--- config.mk ---
export PLATFORM = sky130hd
export DESIGN_NAME = defuzzifier
export DESIGN_NICKNAME = d
export VERILOG_FILES = /design/src/rtl/fuzzy_pkg.sv /design/src/rtl/seq_divider.sv /design/src/rtl/defuzzifier.sv
export SDC_FILE = /design/constraint.sdc
export NUM_CORES = 1
export LEC_CHECK = 0
export ABC_AREA = 1
export BUFFER_PORTS_ARGS = -buffer_cell sky130_fd_sc_hd__buf_2
export CAP_MARGIN = 15
export CORE_ASPECT_RATIO = 0.5
export CORE_MARGIN = 5
export CORE_UTILIZATION = 65
export CTS_CLUSTER_DIAMETER = 120
export DETAILED_ROUTE_END_ITERATION = 8
export GPL_ROUTABILITY_DRIVEN = 0
export GPL_TIMING_DRIVEN = 0
export PLACE_DENSITY = 0.8
export RECOVER_POWER = 100
export SYNTH_ARGS = -nofsm -noshare
export SYNTH_HDL_FRONTEND = slang
export SYNTH_SLANG_ARGS = --single-unit
--- constraint.sdc ---
create_clock -name clk -period 15.13 [get_ports clk]
set_input_delay 0.7565 -clock clk [delete_from_list [all_inputs] [get_ports clk]]
set_output_delay 0.7565 -clock clk [all_outputs]
set_load 0.02 [all_outputs]
--- src/rtl/fuzzy_pkg.sv ---
// Shared types and constants for the irrigation fuzzy controller datapath.
package fuzzy_pkg;

  localparam int MU_W  = 8;
  localparam int NUM_W = 18;
  localparam int DEN_W = 10;
  localparam int CNT_W = 5;

  localparam int C_POUCO_DEF = 40;
  localparam int C_MEDIO_DEF = 128;
  localparam int C_MUITO_DEF = 230;

  typedef enum logic [1:0] {
    S_IDLE,
    S_LOAD,
    S_DIV,
    S_DONE
  } defuzz_state_t;

endpackage

--- src/rtl/seq_divider.sv ---
// Unsigned restoring divider, NUM_W-bit dividend by DEN_W-bit divisor, one
// quotient bit per cycle, MSB first.
module seq_divider
  import fuzzy_pkg::*;
(
  input  logic             clk,
  input  logic             rst_n,
  input  logic             start,
  input  logic [NUM_W-1:0] dividend,
  input  logic [DEN_W-1:0] divisor,
  output logic             busy,
  output logic             done,
  output logic [NUM_W-1:0] quotient
);

  // Dividend bits shift out of the top while quotient bits shift in at the bottom.
  logic [NUM_W-1:0] shift_q;
  logic [DEN_W:0]   rem_q;
  logic [DEN_W-1:0] den_q;
  logic [CNT_W-1:0] cnt_q;

  logic [DEN_W:0]   rem_sh;
  logic [DEN_W:0]   rem_n;
  logic             ge;

  always_comb begin
    rem_sh   = {rem_q[DEN_W-1:0], shift_q[NUM_W-1]};
    ge       = ({rem_q, shift_q[NUM_W-1]} >= {2'b00, den_q});
    rem_n    = ge ? (rem_sh - {1'b0, den_q}) : rem_sh;
    quotient = {shift_q[NUM_W-2:0], ge};
    done     = busy && (cnt_q == '0);
  end

  always_ff @(posedge clk or negedge rst_n) begin
    if (!rst_n) begin
      shift_q <= '0;
      rem_q   <= '0;
      den_q   <= '0;
      cnt_q   <= '0;
      busy    <= 1'b0;
    end else if (start) begin
      shift_q <= dividend;
      rem_q   <= '0;
      den_q   <= divisor;
      cnt_q   <= CNT_W'(NUM_W - 1);
      busy    <= 1'b1;
    end else if (busy) begin
      shift_q <= quotient;
      rem_q   <= rem_n;
      cnt_q   <= cnt_q - 1'b1;
      if (cnt_q == '0) busy <= 1'b0;
    end
  end

endmodule

--- src/rtl/defuzzifier.sv ---
// Weighted-average defuzzifier: three singleton centres, crisp 8-bit duty out,
// valid/ready on both sides.
//
// state | meaning
// IDLE  | in_ready high, waiting for memberships
// LOAD  | numerator/denominator formed, divider started unless den is zero
// DIV   | divider iterating (or one bypass cycle for the all-zero case)
// DONE  | out_valid high, result held until out_ready
module defuzzifier
  import fuzzy_pkg::*;
#(
  parameter int C_POUCO        = C_POUCO_DEF,
  parameter int C_MEDIO        = C_MEDIO_DEF,
  parameter int C_MUITO        = C_MUITO_DEF,
  parameter int DUTY_SEM_REGRA = 0
) (
  input  logic            clk,
  input  logic            rst_n,
  input  logic            in_valid,
  output logic            in_ready,
  input  logic [MU_W-1:0] irrigar_pouco,
  input  logic [MU_W-1:0] irrigar_medio,
  input  logic [MU_W-1:0] irrigar_muito,
  output logic            out_valid,
  input  logic            out_ready,
  output logic [MU_W-1:0] duty,
  output logic            sem_regra
);

  localparam logic [NUM_W-1:0] CP = NUM_W'(C_POUCO);
  localparam logic [NUM_W-1:0] CM = NUM_W'(C_MEDIO);
  localparam logic [NUM_W-1:0] CU = NUM_W'(C_MUITO);

  defuzz_state_t    state;
  logic [MU_W-1:0]  p_q, m_q, u_q;
  logic [NUM_W-1:0] num;
  logic [DEN_W-1:0] den;
  logic             div_start, div_busy, div_done;
  logic [NUM_W-1:0] div_quot;

  always_comb begin
    num       = NUM_W'(p_q) * CP + NUM_W'(m_q) * CM + NUM_W'(u_q) * CU;
    den       = DEN_W'(p_q) + DEN_W'(m_q) + DEN_W'(u_q);
    div_start = (state == S_LOAD) && (den != '0);
  end

  seq_divider u_div (
    .clk      (clk),
    .rst_n    (rst_n),
    .start    (div_start),
    .dividend (num),
    .divisor  (den),
    .busy     (div_busy),
    .done     (div_done),
    .quotient (div_quot)
  );

  always_ff @(posedge clk or negedge rst_n) begin
    if (!rst_n) begin
      state     <= S_IDLE;
      in_ready  <= 1'b1;
      out_valid <= 1'b0;
      duty      <= '0;
      sem_regra <= 1'b0;
      p_q       <= '0;
      m_q       <= '0;
      u_q       <= '0;
    end else begin
      case (state)
        S_IDLE: begin
          if (in_valid) begin
            p_q      <= irrigar_pouco;
            m_q      <= irrigar_medio;
            u_q      <= irrigar_muito;
            in_ready <= 1'b0;
            state    <= S_LOAD;
          end
        end
        S_LOAD: state <= S_DIV;
        S_DIV: begin
          // Divider never started means the denominator was zero.
          if (!div_busy) begin
            duty      <= MU_W'(DUTY_SEM_REGRA);
            sem_regra <= 1'b1;
            out_valid <= 1'b1;
            state     <= S_DONE;
          end else if (div_done) begin
            duty      <= (|div_quot[NUM_W-1:MU_W]) ? '1 : div_quot[MU_W-1:0];
            sem_regra <= 1'b0;
            out_valid <= 1'b1;
            state     <= S_DONE;
          end
        end
        S_DONE: begin
          if (out_ready) begin
            out_valid <= 1'b0;
            in_ready  <= 1'b1;
            state     <= S_IDLE;
          end
        end
        default: state <= S_IDLE;
      endcase
    end
  end

endmodule
==> metrics.cfg, run 1 <==
[floorplan]
num_rows=27
die_area_sq_um=13500
initial_core_util=0.662
die_w_um=159
io_pins=39
die_h_um=84.7
core_sq_um=10900

[sta]
slew_headroom=-1.51
setup_violations=0
fin_crit_ns=5.71
fin_crit_sh=0.377
setup_tns_ns=0
max_freq_mhz=175
clock_skew_ns=0.0107
drv_slew=71
hold_viol=0
worst_pin_slew_ns=3.76
rsz0062_at_grt=false

[cts]
root_buffer=clkbuf_16
cts_tree=built
cts_hold_buffers=0
cts_setup_buffers=0
cts.clk_slew.worst_paths_ns=0.07
cts_resized=0
cts_sinks=82
clock_path_buffers=2
clk_latency_ns=0.35
cts_buffers=9
cts-htree-levels=3

[yosys]
ys_ff_latch=82
yosysMostFrequentCell=nand2_1
yosysWarnings=0
synth_edf_count=0
yosysSeqAreaShare=0.283
postSynthAreaPerCell_sq_um=7.74
synth_xor_area_frac=0.0411
synthTopCellsByArea=dfrtp_1, ha_1, nand2_1, fa_1, inv_1
syn_inst=937
syn-cell-area_sq_um=7250
synth-compound-area-share=0.0768
synth_top_family_by_area=adder cells
async_flop_share=1.00
synthAdderAreaFrac=0.248
yosysUniqueCellTypes=37
syn-num-nets=1090
synth_top_cell_by_area=dfrtp_1
synthSimpleGateAreaFrac=0.247
yosysTopAreaCellShare=0.280
synth_flop_cell=dfrtp_1
muxShareOfSynthArea=0.0155
synthTopCellsByCount=nand2_1, inv_1, ha_1

[place]
hpwl_mm=12.8
numPortBuffers=38
place_area_sq_um=7650

[cells_and_area]
drive_gt1_frac=0.0625
fin_area_sq_um=7830
diodes=0
fill_cells=907
syn_to_final_growth_pct=8.03
nets=1140

[drt]
via_per_inst=5.48
drc=0
drtIter0Drc=504
first_pass_iters=5
antenna_left=0
routedWlPerCell_um=14.6
wirelength_mm=16.6
vias=6230

[grt]
grt_overflow=0
grt_antenna_before_repair=0
grt_usage=0.262
first_global_vias=6247
grt_max_degree=71
grt_pass1_wl_mm=29.4

[critical_path]
cp_slowest_cell=dfrtp_1
crit_family=adder cells
r2r_cells=26
path_buf_inv=6
critPathMaxFanout=6
cp_common_cell=inv_1
r2r_slack_ns=9.42
crit_type=reg2reg
worstPathRequired_ns=15.37
cp-end-kind=flop
path_depth=26
cp_slowest_stage_delay_ns=0.54
arrival_ns=5.95
critPathLaunchType=flop

[status]
run_status=complete, but fails checks
violations=max-capacitance violations, max-slew violations

[job]
maxCapViolCount=1

[min_path]
hold_class=in2async

[per-stage QoR]
step | worst slack (ns) | instances | hold WS, ns | util
6_report | 9.42 | 1137 | 0.394 | 0.715
5_1_grt | 9.03 | 1137 | 0.478 | 0.715
4_1_cts | 9.45 | 1137 | 0.245 | 0.726
3_5_place_dp | 9.49 | 1121 | 0.465 | 0.699
3_3_place_gp | 9.59 | 1120 | 0.454 | 0.696
2_1_floorplan | 10.05 | 937 | 0.442 | -
[layer usage]
layer,global-route usage,wire [um]
met3,0.0446,854
met5,0,0
met2,0.441,7640
met1,0.361,7780
met4,0.0580,289
[cell usage in the layout (no fill, tap or decap), types with 2 or more instances in the layout]
cell type / Yosys / layout
inv_1: 134 / 135
inv_6: 0 / 2
buf_2: 3 / 29
nand4_1: 9 / 9
fa_1: 31 / 31
xnor2_1: 10 / 10
nor2_2: 2 / 2
nand3b_1: 4 / 4
a21oi_1: 55 / 55
ha_1: 94 / 94
nand3_1: 82 / 83
nor2_1: 62 / 62
clkbuf_16: 0 / 9
dfrtp_1: 81 / 81
nor3_1: 6 / 6
mux2_2: 10 / 10
clkbuf_1: 9 / 28
nand2_1: 257 / 258
nor4_1: 2 / 2
buf_1: 2 / 2
o21bai_1: 4 / 4
xor2_1: 24 / 24
clkinv_4: 0 / 2
a21o_1: 4 / 4
o211ai_1: 2 / 2
o21ai_0: 30 / 32
[worst paths after layout]
| path | end | startpoint |
|---|---|---|
| min reg2reg | duty[4]$_DFFE_PN0P_ | duty[4]$_DFFE_PN0P_ |
| max reg2reg | u_div.shift_q[16]$_DFFE_PN0P_ | u_q[1]$_DFFE_PN0P_ |
| max | u_div.shift_q[16]$_DFFE_PN0P_ | u_q[1]$_DFFE_PN0P_ |
| max in group asynchronous | m_q[0]$_DFFE_PN0P_ | rst_n |
| min in group clk | duty[4]$_DFFE_PN0P_ | duty[4]$_DFFE_PN0P_ |
| min | u_q[7]$_DFFE_PN0P_ | rst_n |
[sequential cells by signal (all words and copies together) (netlist names)]
name,cells
u_div.busy,1
p_q,8
m_q,8
u_div.cnt_q,5
u_q,8
u_div.rem_q,11
in_ready,1
sem_regra,1
state,2
out_valid,1
u_div.shift_q,18
duty,8
u_div.den_q,10
[final cells by class]
class	count	area [sq um]	share of cell area
clock buffers	9	225	0.0288
plain buffers	21	90.1	0.0115
multi-input cells	699	4520	0.578
clock inverters	7	70.1	0.00895
repair buffers	39	179	0.0229
inverters	135	507	0.0647
flip-flops and latches	82	2050	0.262
well taps	145	181	0.0232
[cell families (layout without fill, tap and decap cells)]
logic type,after synthesis,after routing
DFF,82,82
and+or+nand+nor,427,427
adders and majority gates,125,125
buffers and inverters,156,211
AOI/OAI and AO/OA,103,103
xor gates and xnor gates,34,34
muxes,10,10
Power of run 1 is left out: the tool's default activity adds up to more than one toggle a clock period on the data nets, which glitch-free logic cannot reach.
==> run 2, diff against run 1 <==
Settings changed: CORE_UTILIZATION 65 to 63, PLACE_DENSITY 0.8 to 0.78.
Clock period 15.13 ns to 5.7 ns, I/O delays scaled along.
==> metrics.cfg, run 2 (synthesis results as in run 1) <==
[status]
run_status=complete, but fails checks  ; unchanged
violations=max-capacitance violations, max-slew violations  ; unchanged

[critical_path]
critPathMaxFanout=6  ; unchanged
path_depth=25  ; was 26
cp-endpoint=u_div.shift_q[12]$_DFFE_PN0P_  ; was u_div.shift_q[16]$_DFFE_PN0P_
critPathLaunchType=flop  ; unchanged
cp_slowest_cell=fa_1  ; was dfrtp_1
cp-end-kind=flop  ; unchanged
reg2reg_from=u_q[2]$_DFFE_PN0P_  ; was u_q[1]$_DFFE_PN0P_
r2r_slack_ns=0.33  ; was 9.42 ns
cp-startpoint=u_q[2]$_DFFE_PN0P_  ; was u_q[1]$_DFFE_PN0P_
cp_slowest_stage_delay_ns=0.49  ; was 0.54 ns
r2r-end=u_div.shift_q[12]$_DFFE_PN0P_  ; was u_div.shift_q[16]$_DFFE_PN0P_
path_buf_inv=5  ; was 6
r2r_cells=25  ; was 26
crit_type=reg2reg  ; unchanged
arrival_ns=5.61  ; was 5.95 ns
crit_family=adder cells  ; unchanged
worstPathRequired_ns=5.94  ; was 15.37 ns

[cts]
cts_buffers=9  ; unchanged
clock_path_buffers=2  ; unchanged
cts.clk_slew.worst_paths_ns=0.07  ; about the same
clk_latency_ns=0.35  ; about the same
root_buffer=clkbuf_16  ; unchanged
cts-htree-levels=3  ; unchanged
cts_tree=built  ; unchanged
cts_sinks=82  ; unchanged

[sta]
setup_tns_ns=0  ; unchanged
worst_pin_slew_ns=3.16  ; was 3.76 ns
fin_hold_ws_ns=0.161  ; was 0.394 ns
drv_slew=61  ; was 71
max_freq_mhz=186  ; was 175 MHz
fin_crit_sh=0.941  ; was 0.377
setup_violations=0  ; unchanged
fin_crit_ns=5.37  ; was 5.71 ns
clock_skew_ns=0.0124  ; was 0.0107 ns
slew_headroom=-1.10  ; was -1.51
hold_viol=0  ; unchanged

[floorplan]
core_sq_um=11100  ; was 10900 sq um
die_w_um=162  ; was 159 um
die_area_sq_um=13900  ; was 13500 sq um
num_rows=27  ; unchanged
initial_core_util=0.652  ; was 0.662
io_pins=39  ; unchanged
die_h_um=85.8  ; was 84.7 um

[grt]
grt_max_degree=61  ; was 71
first_global_vias=6189  ; was 6247
grt_antenna_before_repair=0  ; unchanged
grt_overflow=0  ; unchanged
grt_usage=0.258  ; was 0.262
grt_pass1_wl_mm=29.0  ; was 29.4 mm

[drt]
drc=0  ; unchanged
antenna_left=0  ; unchanged
routedWlPerCell_um=14.5  ; was 14.6 um
drtIter0Drc=444  ; was 504
via_per_inst=5.43  ; was 5.48
first_pass_iters=5  ; unchanged
vias=6191  ; was 6230
wirelength_mm=16.5  ; was 16.6 mm

[min_path]
hold_class=in2reg  ; was in2async

[cells_and_area]
syn_to_final_growth_pct=8.61  ; was 8.03%
reg.largest.list=u_div.shift_q: 18 flops, u_div.rem_q: 11 flops, u_div.den_q: 10 flops  ; unchanged
final_common_cell=nand2_1  ; unchanged
nets=1144  ; was 1140
diodes=0  ; unchanged
largest_register=u_div.shift_q  ; unchanged
final_cell_mix=nand2_1, inv_1, ha_1  ; unchanged
final_cells=1141  ; was 1137
fin_area_sq_um=7870  ; was 7830 sq um
fill_cells=947  ; was 907
largest_reg_flops=18  ; unchanged
drive_gt1_frac=0.0703  ; was 0.0625

[job]
maxCapViolCount=1  ; unchanged

[place]
hpwl_mm=13.1  ; was 12.8 mm
place_area_sq_um=7650  ; unchanged
dpl.cell_count=1121  ; unchanged
numPortBuffers=38  ; unchanged

==> run 2: cell types whose count changed in the layout (fill, tap and decap cells not counted), moves of 2 or more <==
cell        before  now
clkinv_4         2    0
inv_6            2    0
a21oi_1         55   53
clkinvlp_4       1    3
a21oi_2          1    3
dfrtp_2          0    3
clkbuf_1        28   30
o21ai_0         32   27
o21ai_1          1    5
dfrtp_1         81   78
inv_8            1    3
==> run 2: how the worst min path moves through the flow <==
stage	from	to	depth (start not counted)
after global placement	u_div.den_q[8]$_DFFE_PN0P_	u_div.den_q[8]$_DFFE_PN0P_	2
after detailed placement	rst_n	u_q[5]$_DFFE_PN0P_	1
after global routing	irrigar_pouco[3]	p_q[3]$_DFFE_PN0P_	2
after CTS	irrigar_pouco[2]	p_q[2]$_DFFE_PN0P_	2
final	irrigar_pouco[3]	p_q[3]$_DFFE_PN0P_	2
after floorplan	rst_n	duty[0]$_DFFE_PN0P_	0
==> run 2: what timing repair did <==
action,in CTS,in global routing
hold buffers,1,0
setup buffers,0,3
endpoints found under the hold margin,22,0
setup endpoints to repair,0,7
gates resized for setup,0,10
==> run 2: routing by layer <==
metal	share of wire	wire length [um]	track usage
met2	0.45	7500	0.438
met4	0.015	249	0.0622
met3	0.052	856	0.0509
met5	0	0	0
met1	0.48	7910	0.346
==> run 2: metrics by stage <==
stage,setup WS (ns),util
2_1_floorplan,0.618,-
3_3_place_gp,0.147,0.686
3_5_place_dp,0.0865,0.688
4_1_cts,0.0706,0.716
5_1_grt,-0.0216,0.708
6_report,0.334,0.708
==> run 2: layout make-up <==
class,count,area [sq um],area share
multi-input combinational,699,4540,0.576
sequential,82,2060,0.261
inverter,135,507,0.0644
clock buffer,9,225,0.0286
timing repair buffer,43,204,0.0259
tap,145,181,0.0230
buffer,21,90.1,0.0114
clock inverter,7,72.6,0.00922
Power of run 2 is left out for the same reason.
==> run 3, diff against run 2 <==
Settings changed: CORE_MARGIN 5 to default.
==> metrics.cfg, run 3 (synthesis results as in run 1) <==
[cells_and_area]
reg.largest.list=u_div.shift_q: 18 flops, u_div.rem_q: 11 flops, u_div.den_q: 10 flops  ; unchanged
drive_gt1_frac=0.0723  ; was 0.0703
seqCellArea_sq_um=2060  ; unchanged
largest_reg_flops=18  ; unchanged
final_cells=1141  ; unchanged
final_common_cell=nand2_1  ; unchanged
syn_to_final_growth_pct=8.96  ; was 8.61%
multi_input_area_sq_um=4550  ; was 4540 sq um
fill_cells=894  ; was 947
diodes=0  ; unchanged
final_cell_mix=nand2_1, inv_1, ha_1  ; unchanged
largest_register=u_div.shift_q  ; unchanged
nets=1144  ; unchanged

[grt]
grt_overflow=0  ; unchanged
grt_usage=0.301  ; was 0.258
first_global_vias=6014  ; was 6189
grt_pass1_wl_mm=28.4  ; was 29.0 mm
grt_antenna_before_repair=0  ; unchanged
grt_max_degree=67  ; was 61

[drt]
routedWlPerCell_um=14.5  ; about the same
drc=0  ; unchanged
drtIter0Drc=442  ; was 444
antenna_left=0  ; unchanged
via_per_inst=5.49  ; was 5.43
first_pass_iters=6  ; was 5
vias=6267  ; was 6191
wirelength_mm=16.5  ; about the same

[sta]
clock_skew_ns=0.0111  ; was 0.0124 ns
worst_pin_slew_ns=3.50  ; was 3.16 ns
fin_crit_sh=0.947  ; was 0.941
slew_headroom=-1.33  ; was -1.10
setup_violations=0  ; unchanged
max_freq_mhz=185  ; was 186 MHz
hold_viol=0  ; unchanged
drv_slew=67  ; was 61
fin_crit_ns=5.40  ; was 5.37 ns

[status]
violations=max-capacitance violations, max-slew violations  ; unchanged
run_status=complete, but fails checks  ; unchanged

[cts]
root_buffer=clkbuf_16  ; unchanged
cts_tree=built  ; unchanged
cts_sinks=82  ; unchanged
cts-htree-levels=3  ; unchanged
cts_buffers=9  ; unchanged
clk_latency_ns=0.34  ; was 0.35 ns
clock_path_buffers=2  ; unchanged
cts.clk_slew.worst_paths_ns=0.07  ; about the same

[critical_path]
r2r_cells=25  ; unchanged
crit_type=reg2reg  ; unchanged
critPathMaxFanout=4  ; was 6
r2r_slack_ns=0.30  ; was 0.33 ns
worstPathRequired_ns=5.93  ; was 5.94 ns
cp-end-kind=flop  ; unchanged
arrival_ns=5.64  ; was 5.61 ns
critPathLaunchType=flop  ; unchanged

[floorplan]
io_pins=39  ; unchanged
num_rows=27  ; unchanged
die_h_um=77.8  ; was 85.8 um
core_sq_um=11100  ; about the same
die_area_sq_um=12000  ; was 13900 sq um
initial_core_util=0.654  ; was 0.652
die_w_um=154  ; was 162 um

[place]
numPortBuffers=38  ; unchanged
hpwl_mm=12.8  ; was 13.1 mm
dpl.cell_count=1121  ; unchanged

[min_path]
worstHoldPathCells=2  ; unchanged
hold_class=in2reg  ; unchanged

[job]
maxCapViolCount=1  ; unchanged

run 3: changes by cell type in the layout (fill, tap and decap cells not counted), sizes merged:
cell / previous run / this run
buf: 33 / 34
bufinv: 0 / 1
clkbuf: 39 / 38
clkinvlp: 3 / 2
run 3: final timing paths:
kind	start	to
min	irrigar_pouco[5]	p_q[5]$_DFFE_PN0P_
max	u_q[2]$_DFFE_PN0P_	u_div.shift_q[15]$_DFFE_PN0P_
min in group asynchronous	rst_n	sem_regra$_DFFE_PN0P_
min reg2reg	u_div.den_q[9]$_DFFE_PN0P_	u_div.den_q[9]$_DFFE_PN0P_
max in group asynchronous	rst_n	u_q[3]$_DFFE_PN0P_
max reg2reg	u_q[2]$_DFFE_PN0P_	u_div.shift_q[15]$_DFFE_PN0P_
run 3: critical path, cell delays in order, from the launching register on:
cell	delay (ns)
dfrtp_2	0.40
buf_4	0.14
fa_1	0.54
xor2_1	0.17
ha_1	0.25
ha_1	0.32
fa_1	0.46
ha_1	0.37
nand2_1	0.10
inv_1	0.06
a21oi_1	0.08
o21ai_0	0.29
a21oi_1	0.13
xor2_1	0.17
fa_1	0.48
inv_1	0.04
ha_1	0.32
inv_1	0.07
o21ai_0	0.28
a21oi_1	0.14
nand3_1	0.10
nand2_1	0.05
nand2_1	0.07
nand3_1	0.11
nand2_1	0.10
nand2_1	0.05
run 3: routing by layer:
metal	up-vias	GRT usage	share of wire
li1	3113	-	-
met4	0	0.0920	0.022
met5	-	0	0
met2	186	0.496	0.45
met3	26	0.0693	0.062
met1	2942	0.397	0.47
run 3: cell type report:
cell class	count	area share
Tap cell	145	0.0230
Buffer	21	0.0114
Multi-Input combinational cell	699	0.576
Sequential cell	82	0.260
Clock inverter	7	0.0105
Clock buffer	9	0.0285
Timing Repair Buffer	43	0.0263
Inverter	135	0.0642
run 3: timing repair:
action | 4_1_cts | 5_1_grt
setup endpoints to repair | 0 | 7
setup buffers | 0 | 3
hold buffers | 1 | 0
hold endpoints to repair | 15 | 0
resized for setup | 0 | 10
run 3: metrics by stage:
stage | utilization | hold slack, ns | TNS [ns] | cell area, sq um | setup slack (ns)
after floorplan | - | -0.0106 | 0 | 7250 | 0.618
after global placement | 0.688 | 0.455 | 0 | 7620 | 0.144
after detailed placement | 0.690 | 0.169 | 0 | 7650 | 0.0822
after CTS | 0.719 | 0.175 | 0 | 7970 | 0.0459
after global routing | 0.713 | 0.170 | -0.00481 | 7900 | -0.00481
final | 0.713 | 0.176 | 0 | 7900 | 0.299
Power of run 3 is left out for the same reason.
